--- src/rtl/vram_arbiter.sv ---
// Single-port video RAM scheduler: display fetch owns phase 0 of each pixel
// period while video is active; every other cycle is available to the CPU.
module vram_arbiter #(
  parameter int DW = 8,
  parameter int AW = 19
) (
  input  logic          clk,
  input  logic          reset,
  input  logic          pixel_tick,
  input  logic [9:0]    pixelx,
  input  logic [9:0]    pixely,
  input  logic          video_on,
  input  logic          hsync_in,
  input  logic          vsync_in,
  input  logic          cpu_req,
  input  logic          cpu_we,
  input  logic [AW-1:0] cpu_addr,
  input  logic [DW-1:0] cpu_wdata,
  output logic          cpu_ack,
  output logic [DW-1:0] cpu_rdata,
  output logic [AW-1:0] ram_addr,
  output logic          ram_we,
  output logic [DW-1:0] ram_wdata,
  input  logic [DW-1:0] ram_rdata,
  output logic [DW-1:0] rgb,
  output logic          hsync_out,
  output logic          vsync_out
);

  localparam logic [AW-1:0] FRAME_WORDS = AW'(307200);

  typedef enum logic {
    IDLE = 1'b0,
    ACK  = 1'b1
  } cpu_state_t;

  cpu_state_t    state;
  cpu_state_t    state_next;

  logic [1:0]    phase_q;
  logic [1:0]    phase;
  logic          display_slot;
  logic          grant;
  logic          out_of_range;
  logic [AW-1:0] disp_addr;

  logic          stage_video;
  logic          stage_hsync;
  logic          stage_vsync;
  logic          acc_read;
  logic          acc_oor;

  // pixel_tick always marks phase 0, so a drifted count heals on the next tick.
  assign phase = pixel_tick ? 2'd0 : phase_q;

  always_ff @(posedge clk) begin
    if (!reset) begin
      phase_q <= 2'd0;
    end else begin
      phase_q <= phase + 2'd1;
    end
  end

  // Row stride 640 = 512 + 128; result wraps to AW bits.
  assign disp_addr = (AW'(pixely) << 9) + (AW'(pixely) << 7) + AW'(pixelx);

  assign display_slot = reset && video_on && (phase == 2'd0);
  assign out_of_range = (cpu_addr >= FRAME_WORDS);

  // CPU handshake: cpu_req with cpu_we/cpu_addr/cpu_wdata is held stable by
  // the requester until the single-cycle cpu_ack, one clock after the grant.
  assign grant = reset && (state == IDLE) && cpu_req && !display_slot;

  // Sync stage is refreshed every phase 0, blanking included.
  always_ff @(posedge clk) begin
    if (!reset) begin
      stage_video <= 1'b0;
      stage_hsync <= 1'b0;
      stage_vsync <= 1'b0;
    end else if (phase == 2'd0) begin
      stage_video <= video_on;
      stage_hsync <= hsync_in;
      stage_vsync <= vsync_in;
    end
  end

  // Display data arrives in phase 1, one cycle after the phase-0 fetch.
  always_ff @(posedge clk) begin
    if (!reset) begin
      rgb       <= '0;
      hsync_out <= 1'b0;
      vsync_out <= 1'b0;
    end else if (phase == 2'd1) begin
      rgb       <= stage_video ? ram_rdata : '0;
      hsync_out <= stage_hsync;
      vsync_out <= stage_vsync;
    end
  end

  always_ff @(posedge clk) begin
    if (!reset) begin
      acc_read <= 1'b0;
      acc_oor  <= 1'b0;
    end else if (grant) begin
      acc_read <= !cpu_we;
      acc_oor  <= out_of_range;
    end
  end

  always_ff @(posedge clk) begin
    if (!reset) begin
      state <= IDLE;
    end else begin
      state <= state_next;
    end
  end

  always_comb begin
    state_next = state;
    case (state)
      IDLE:    state_next = grant ? ACK : IDLE;
      ACK:     state_next = IDLE;
      default: state_next = IDLE;
    endcase
  end

  always_comb begin
    cpu_ack   = 1'b0;
    cpu_rdata = '0;
    if (reset && (state == ACK)) begin
      cpu_ack = 1'b1;
      if (acc_read && !acc_oor) begin
        cpu_rdata = ram_rdata;
      end
    end
  end

  always_comb begin
    ram_addr  = '0;
    ram_we    = 1'b0;
    ram_wdata = '0;
    if (display_slot) begin
      ram_addr = disp_addr;
    end else if (grant) begin
      ram_addr  = cpu_addr;
      ram_we    = cpu_we && !out_of_range;
      ram_wdata = cpu_wdata;
    end
  end

endmodule

--- config.mk ---
export PLATFORM = sky130hd
export DESIGN_NAME = vram_arbiter
export DESIGN_NICKNAME = d
export VERILOG_FILES = /design/src/rtl/vram_arbiter.sv
export SDC_FILE = /design/constraint.sdc
export NUM_CORES = 1
export LEC_CHECK = 0
export BUFFER_PORTS_ARGS = -buffer_cell sky130_fd_sc_hd__buf_2
export CORE_MARGIN = 4
export CORE_UTILIZATION = 38
export DETAILED_ROUTE_END_ITERATION = 8
export PLACE_DENSITY = 0.77
export SLEW_MARGIN = 20
export SYNTH_ARGS = -nofsm -noshare
export SYNTH_HDL_FRONTEND = slang
export SYNTH_SLANG_ARGS = --single-unit
--- constraint.sdc ---
create_clock -name clk -period 2.1 [get_ports clk]
set_input_delay 0.105 -clock clk [delete_from_list [all_inputs] [get_ports clk]]
set_output_delay 0.105 -clock clk [all_outputs]
set_load 0.01 [all_outputs]
# Word-level counts from Yosys, hierarchy flattened
# Index checks and enable logic that the tools add are counted.
[classes]
n_addsub = 3
magnitude_cmp = 1
eq_ne = 1
muxes = 13
bitwise_logic = 1
n_reduce_logical = 13
[ops]
columns = ["cell", "n"]
rows = [
  ["$mux W8", 5],
  ["$mux W19", 2],
  ["$add A19 B10 Y19", 1],
  ["$add A19 B17 Y19", 1],
  ["$ge A19 B19 Y1 const B", 1],
  ["$logic_and A1 B1 Y1", 8],
  ["$logic_not A1 Y1", 4],
  ["$mux W1", 4],
  ["$add A2 B1 Y2 const B", 1],
  ["$eq A2 B1 Y1 const B", 1],
  ["$logic_not A2 Y1", 1],
  ["$mux W2", 1],
  ["$pmux W1 S2", 1],
  ["$not A1 Y1", 1],
]
[totals]
register_bits = 18
output_inout_bits = 47
word_cells = 42

# Longest topological paths before layout
# Gate-level depths: netlist of run 1.
[logic_depth]
word_depth = 7
ltp_mapped = 9
ltp_nobuf = 9

# Worst setup path before layout of run 1
# No wires, ideal clock.
[synth_timing]
path_kind = "input to output"
from = "input pixelx[9]"
to = "output ram_addr[18]"
t_arrival_ps = 2180
t_required_ps = 1995
path_slack_ps = -185
path_stages = 9
path_cell_list = "inv_1 fa_1 inv_1 fa_1 a21o_2 a311oi_2 o31ai_1 xor2_1 a22o_1"
[synth_via]
elab_chain_len = 2
[synth_lines]
columns = ["element", "line", "rtl"]
rows = [
  ["start: declaration", "10", "input logic [9:0] pixelx,"],
  ["$add A19 B10 Y19", "65", "assign disp_addr = (AW'(pixely) << 9) + (AW'(pixely) << 7) + AW'(pixelx);"],
  ["$mux W19", "142", "if (display_slot) begin"],
  ["end: declaration", "21", "output logic [AW-1:0] ram_addr,"],
]
# Every way passes these cells.

# Final worst setup path of run 1
# Same ends and word-level chain as after synthesis.

==> flow_summary.toml, run 1 <==
[status]
status = "finished with violations"
violations = "setup timing"

[die]
start_util_pct = 39.6
dieArea_um2 = 5330
core_area_um2 = 4060
rows = 23
dieHeight_um = 73.0
die_w_um = 73.0
boundaryPins = 110

[placed_design]
place_congestion = 0.857
port_buffers = 109
pre_cts_ws_ns = -0.269
dp.final_hpwl_um = 3760

[timing]
setup_viol = 7
holdWs_ns = 0.112
max_clock_freq_mhz = 430
max_slew_margin_pct = 75.3
finalClockSkew_ns = 0.00412
hold_viol = 0
drv_slew = 0
post-route-min-period_ns = 2.33
worst_slack_ns = -0.228
rsz0062_at_grt = "true"
fin_crit_sh_pct = 111
worst_slew_pin_slew_ns = 0.371

[critical_path]
cp_max_fo = 3
cp_data_arrival_time_ns = 2.22
criticalPathCategory = "in2out"
worst-endpoint-required_ns = 2.00
end_kind = "output port"
startpoint_type = "input port"
rrSetupSlack_ns = 0.50

[routing]
vias = 1714
wl_per_cell_um = 12.7
drc = 0
first_pass_iters = 4
drt_iter0_markers = 43
wl_um = 4470
drtAntennaViolNets = 0
vias_per_cell = 4.88

[logic_synthesis]
synth.avg_cell_area_um2 = 8.93
synth-seq-cells = 18
synth_nets = 266
synth_cell_types = 36
synthCells = 180
yosysWarningCount = 0
synth_area_um2 = 1610
yosysSeqAreaShare_pct = 22.4

[layout]
diodes = 0
final_nets = 388
fillCellCount = 363
syn2layout_area_growth_pct = 51.0
layout-drive-gt1-share_pct = 49.2
fin_util_pct = 59.8

[pwr]
p_comb_share_pct = 44.2
clock_power_share_pct = 24.3
sw_frac_of_total_pct = 31.6
power_w = 0.00115
p_switching_w = 0.000363
p_int_w = 0.000785
ir_drop_v = 0.000186
powerDensity_nw_per_um2 = 473
leakage_nw = 1.35
p_seq_share_pct = 31.5

[clock_tree]
cts_tree = "done"
clockBufferDepth = 2
cts_buffers = 3
clock-root-buffer = "clkbuf_8"
cts_sinks = 18
cts_max_level = 1
clkLatencyLatePin_ns = 0.25
clk_pin_slew_worst_paths_ns = 0.07
cts_hold_buf = 0

[grt]
overflow = 0
grt_max_degree = 21
track_usage_pct = 16.8
grt_pass1_wl_um = 7310
grt_pass1_vias = 1711
grt_antenna_before_repair = 0

[flow_run]
max_cap_viol_count = 0

[worst_hold_path]
hp-class = "in2reg"
==> final cells by class <==
type	count	area [um^2]	share of cell area [%]
Multi-Input combinational cell	147	1240	51.1
Timing Repair Buffer	126	686	28.3
Sequential cell	18	360	14.9
Tap cell	50	62.6	2.58
Clock buffer	4	55.1	2.27
Inverter	6	22.5	0.928
==> power groups by stage <==
stage / Combinational (W) / Clock [W] / Sequential [W]
floorplan: 0.000282 / 0 / 0.000369
global placement: 0.000461 / 0 / 0.000368
detailed placement: 0.000469 / 0 / 0.000369
CTS: 0.000496 / 0.000289 / 0.000361
global route: 0.000564 / 0.000302 / 0.000363
finish: 0.000508 / 0.000279 / 0.000361
==> worst max-delay path, cell delays in order <==
cell	delay, ns
buf_6	0.07
inv_2	0.03
fa_1	0.54
inv_2	0.05
fa_2	0.35
a21o_4	0.23
a311oi_4	0.25
o31ai_2	0.13
xor2_1	0.17
a22o_1	0.17
buf_2	0.13
==> cell families (layout without fill, tap and decap cells) <==
family          Yosys count  after routing  synth area share (%)
flops                    18             18                  22.4
mux                       4              4                  2.49
simple gates             59             59                  22.0
xor+xnor                  9              9                  4.91
fa+ha+maj                23             23                  18.8
compound gates           52             52                  25.5
buf+inv                  15            136                  3.82
==> path summary, 6_finish.rpt <==
path                start            to  depth (start not counted)
max             pixelx[9]  ram_addr[18]                         11
min          ram_rdata[5]        rgb[5]                          3
max reg2reg    phase_q[0]      acc_read                          8
min reg2reg   stage_video   stage_video                          2
==> state kept, by name, summed over array words and instances (netlist names) <==
signal       cells
rgb              8
phase_q          2
acc_oor          1
acc_read         1
hsync_out        1
stage_hsync      1
stage_video      1
stage_vsync      1
state            1
vsync_out        1
==> metal layers <==
| layer | routed length (um) | up-vias | part of all wire [%] | track usage [%] |
|---|---|---|---|---|
| met5 | 0 | - | 0 | 0 |
| met4 | 60 | 0 | 1.3 | 6.35 |
| met3 | 295 | 6 | 6.6 | 1.38 |
| met2 | 2250 | 57 | 50 | 30.7 |
| met1 | 1870 | 772 | 42 | 20.1 |
| li1 | - | 879 | - | - |
==> cells in the final DEF (no fill, tap or decap), types with 2 or more instances in the layout <==
cell type	synthesis	final
nor2b_1	20	20
and2_1	21	21
dfxtp_1	18	18
inv_2	0	3
xnor2_1	4	3
o31ai_2	1	2
mux2i_1	4	4
buf_6	0	2
nor2_1	3	2
xor2_1	5	5
nand2_1	6	6
buf_2	4	107
a21o_1	2	2
clkbuf_8	0	4
o21a_1	2	2
a21oi_1	15	13
ha_1	21	20
buf_4	0	17
a22o_1	19	19
nand2b_1	3	3
a21oi_2	0	2
a21o_4	1	2
inv_1	6	3
==> repair_timing <==
action,in CTS,in global routing
pin swaps,4,8
hold endpoints to repair,0,0
buffers inserted,1,2
gates cloned,0,0
endpoints found under the setup margin,6,27
gates resized for setup,10,5
==> synthesized netlist by cell type (all sizes together) <==
cell	instances	area, um^2
and2	21	131
ha	21	263
nor2b	20	125
a22o	19	166
dfxtp	18	360
a21oi	15	75.1
inv	6	22.5
nand2	6	22.5
clkbuf	5	18.8
xor2	5	43.8
a21o	4	38.8
buf	4	20.0
mux2i	4	40.0
xnor2	4	35.0
and3	3	23.8
nand2b	3	18.8
nor2	3	11.3
o31ai	3	27.5
a211oi	2	27.5
fa	2	40.0
o21a	2	15.0
o21ai	2	10.0
a211o	1	8.76
a21boi	1	7.51
a311oi	1	15.0
a31o	1	8.76
and3b	1	8.76
nand3	1	5.00
nand4	1	6.26
o211a	1	10.0
==> metrics by stage <==
stage	instances	cell area, um^2	setup TNS (ns)
after floorplan	180	1610	0
after global placement	344	2290	-1.05
after detailed placement	344	2290	-1.27
after CTS	349	2390	-1.06
after global routing	351	2430	-1.93
final	351	2430	-1.06
Power figures use the tool's default switching activity.
==> inputs of run 2 (changes only) <==
BUFFER_PORTS_ARGS = not set   (was -buffer_cell sky130_fd_sc_hd__buf_2)
CORE_UTILIZATION = 52   (was 38)
DONT_BUFFER_PORTS = 1   (was not set)
PLACE_DENSITY = 0.7   (was 0.77)
==> flow_summary.toml, run 2 (same netlist as run 1, synthesis figures left out) <==
[clock_tree]
cts_buffers = 3
cts_max_level = 1
clockBufferDepth = 2
clk_pin_slew_worst_paths_ns = 0.09
cts_sinks = 18
clock-root-buffer = "clkbuf_4"
cts_tree = "done"
clkLatencyLatePin_ns = 0.30

[layout]
layout-drive-gt1-share_pct = 12.2
diodes = 0
syn2layout_area_growth_pct = 17.2
largest-register = "rgb"
final_nets = 283
largest_reg_flops = 8
fillCellCount = 241
final_cell_mix = "and2_1, ha_1, nor2b_1, a22o_1, dfxtp_1"
instances_no_fill = 227
top_regs = "rgb: 8 flops, phase_q: 2 flops"

[grt]
grt_max_degree = 32
track_usage_pct = 20.0
overflow = 0
grt_antenna_before_repair = 0
grt_pass1_vias = 1484
grt_pass1_wl_um = 6610

[routing]
vias_per_cell = 6.20
drc = 0
wl_per_cell_um = 18.5
drtAntennaViolNets = 0
wl_um = 4210
first_pass_iters = 4
vias = 1407
drt_iter0_markers = 30

[pwr]
power_w = 0.000964
ir_drop_v = 0.000242
powerDensity_nw_per_um2 = 512
leakage_nw = 0.852

[die]
core_area_um2 = 2850
boundaryPins = 110
dieArea_um2 = 4040
rows = 19
start_util_pct = 56.3
dieHeight_um = 63.6
die_w_um = 63.6

[timing]
finalClockSkew_ns = 0.00299
drv_slew = 0
worst_slew_pin_slew_ns = 0.419
setup_viol = 2
hold_viol = 0
max_slew_margin_pct = 72.0
worst_slack_ns = -0.0300
fin_crit_sh_pct = 101
rsz0062_at_grt = "true"
max_clock_freq_mhz = 469
post-route-min-period_ns = 2.13
tns_ns = -0.0419

[worst_hold_path]
hp-class = "in2reg"

[critical_path]
endpoint = "ram_addr[16]"
r2r_end = "acc_read"
startpoint_type = "input port"
worst-endpoint-required_ns = 2.00
cp_data_arrival_time_ns = 2.02
cp_max_fo = 3
r2r_cells = 8
end_kind = "output port"
criticalPathCategory = "in2out"
reg2reg_from = "phase_q[0]"
critPathLaunch = "pixelx[9]"
rrSetupSlack_ns = 0.53

[flow_run]
max_cap_viol_count = 0

[placed_design]
port_buffers = 0
place_inst = 207
dp.final_hpwl_um = 3230
place_congestion = 0.827

[status]
status = "finished with violations"
violations = "setup timing"
[run 2: cell count changes in the layout (fill, tap and decap cells not counted), moves of 2 or more]
cell,delta
buf_4,-11
dlygate4sd3_1,+14
buf_2,-107
inv_2,-2
clkbuf_8,-3
clkbuf_4,+3
[run 2: final cells by class]
type / count / area [um^2] / share of cell area (%)
Clock buffer: 4 / 36.3 / 1.93
Sequential cell: 18 / 360 / 19.1
Timing Repair Buffer: 21 / 196 / 10.4
Inverter: 6 / 30.0 / 1.59
Tap cell: 31 / 38.8 / 2.06
Multi-Input combinational cell: 147 / 1220 / 64.9
[run 2: routing by layer]
layer	global-route usage [%]	vias to the layer above	part of all wire, %
met3	3.91	8	6.4
met2	35.6	51	53
met5	0	-	0
li1	-	671	-
met4	11.3	0	2.1
met1	21.8	677	38
[run 2: worst min-delay path by stage]
stage / startpoint / endpoint / slack (ns) / cells after the start
2_1_floorplan: ram_rdata[0] / rgb[0] / 0.27 / 2
3_3_place_gp: reset / phase_q[1] / 0.23 / 1
3_5_place_dp: reset / phase_q[1] / 0.23 / 1
4_1_cts: reset / acc_oor / 0.08 / 3
5_1_grt: reset / acc_oor / 0.1 / 3
6_report: reset / acc_oor / 0.08 / 3
[run 2: through the flow]
step	utilization [%]	setup WS (ns)	area [um^2]	hold WS (ns)
6_report	66.0	-0.0300	1880	0.0831
5_1_grt	66.0	-0.0915	1880	0.0968
4_1_cts	64.7	-0.0379	1850	0.0754
3_5_place_dp	57.8	-0.0520	1650	0.232
3_3_place_gp	57.8	-0.0316	1650	0.228
2_1_floorplan	-	0.0325	1610	0.266
[run 2: power by group]
part	leakage (nW)	total [W]	internal [W]	switching [W]
combinational	0.684	0.000391	0.000185	0.000205
clock	0.0210	0.000210	0.000106	0.000105
sequential	0.147	0.000363	0.000355	0.00000802
[run 2: critical path, cell delays in order]
cell and delay, ns:
inv_8 0.01, fa_1 0.54, inv_2 0.05, fa_2 0.35, a21o_4 0.23, a311oi_4 0.25
o31ai_2 0.11, xor2_1 0.15, a22o_1 0.23
[run 2: what timing repair did]
action	CTS	global route
resized for setup	6	5
hold buffers	14	0
pin swaps	7	6
buffers inserted	1	1
setup endpoints to repair	5	27
endpoints found under the hold margin	17	0
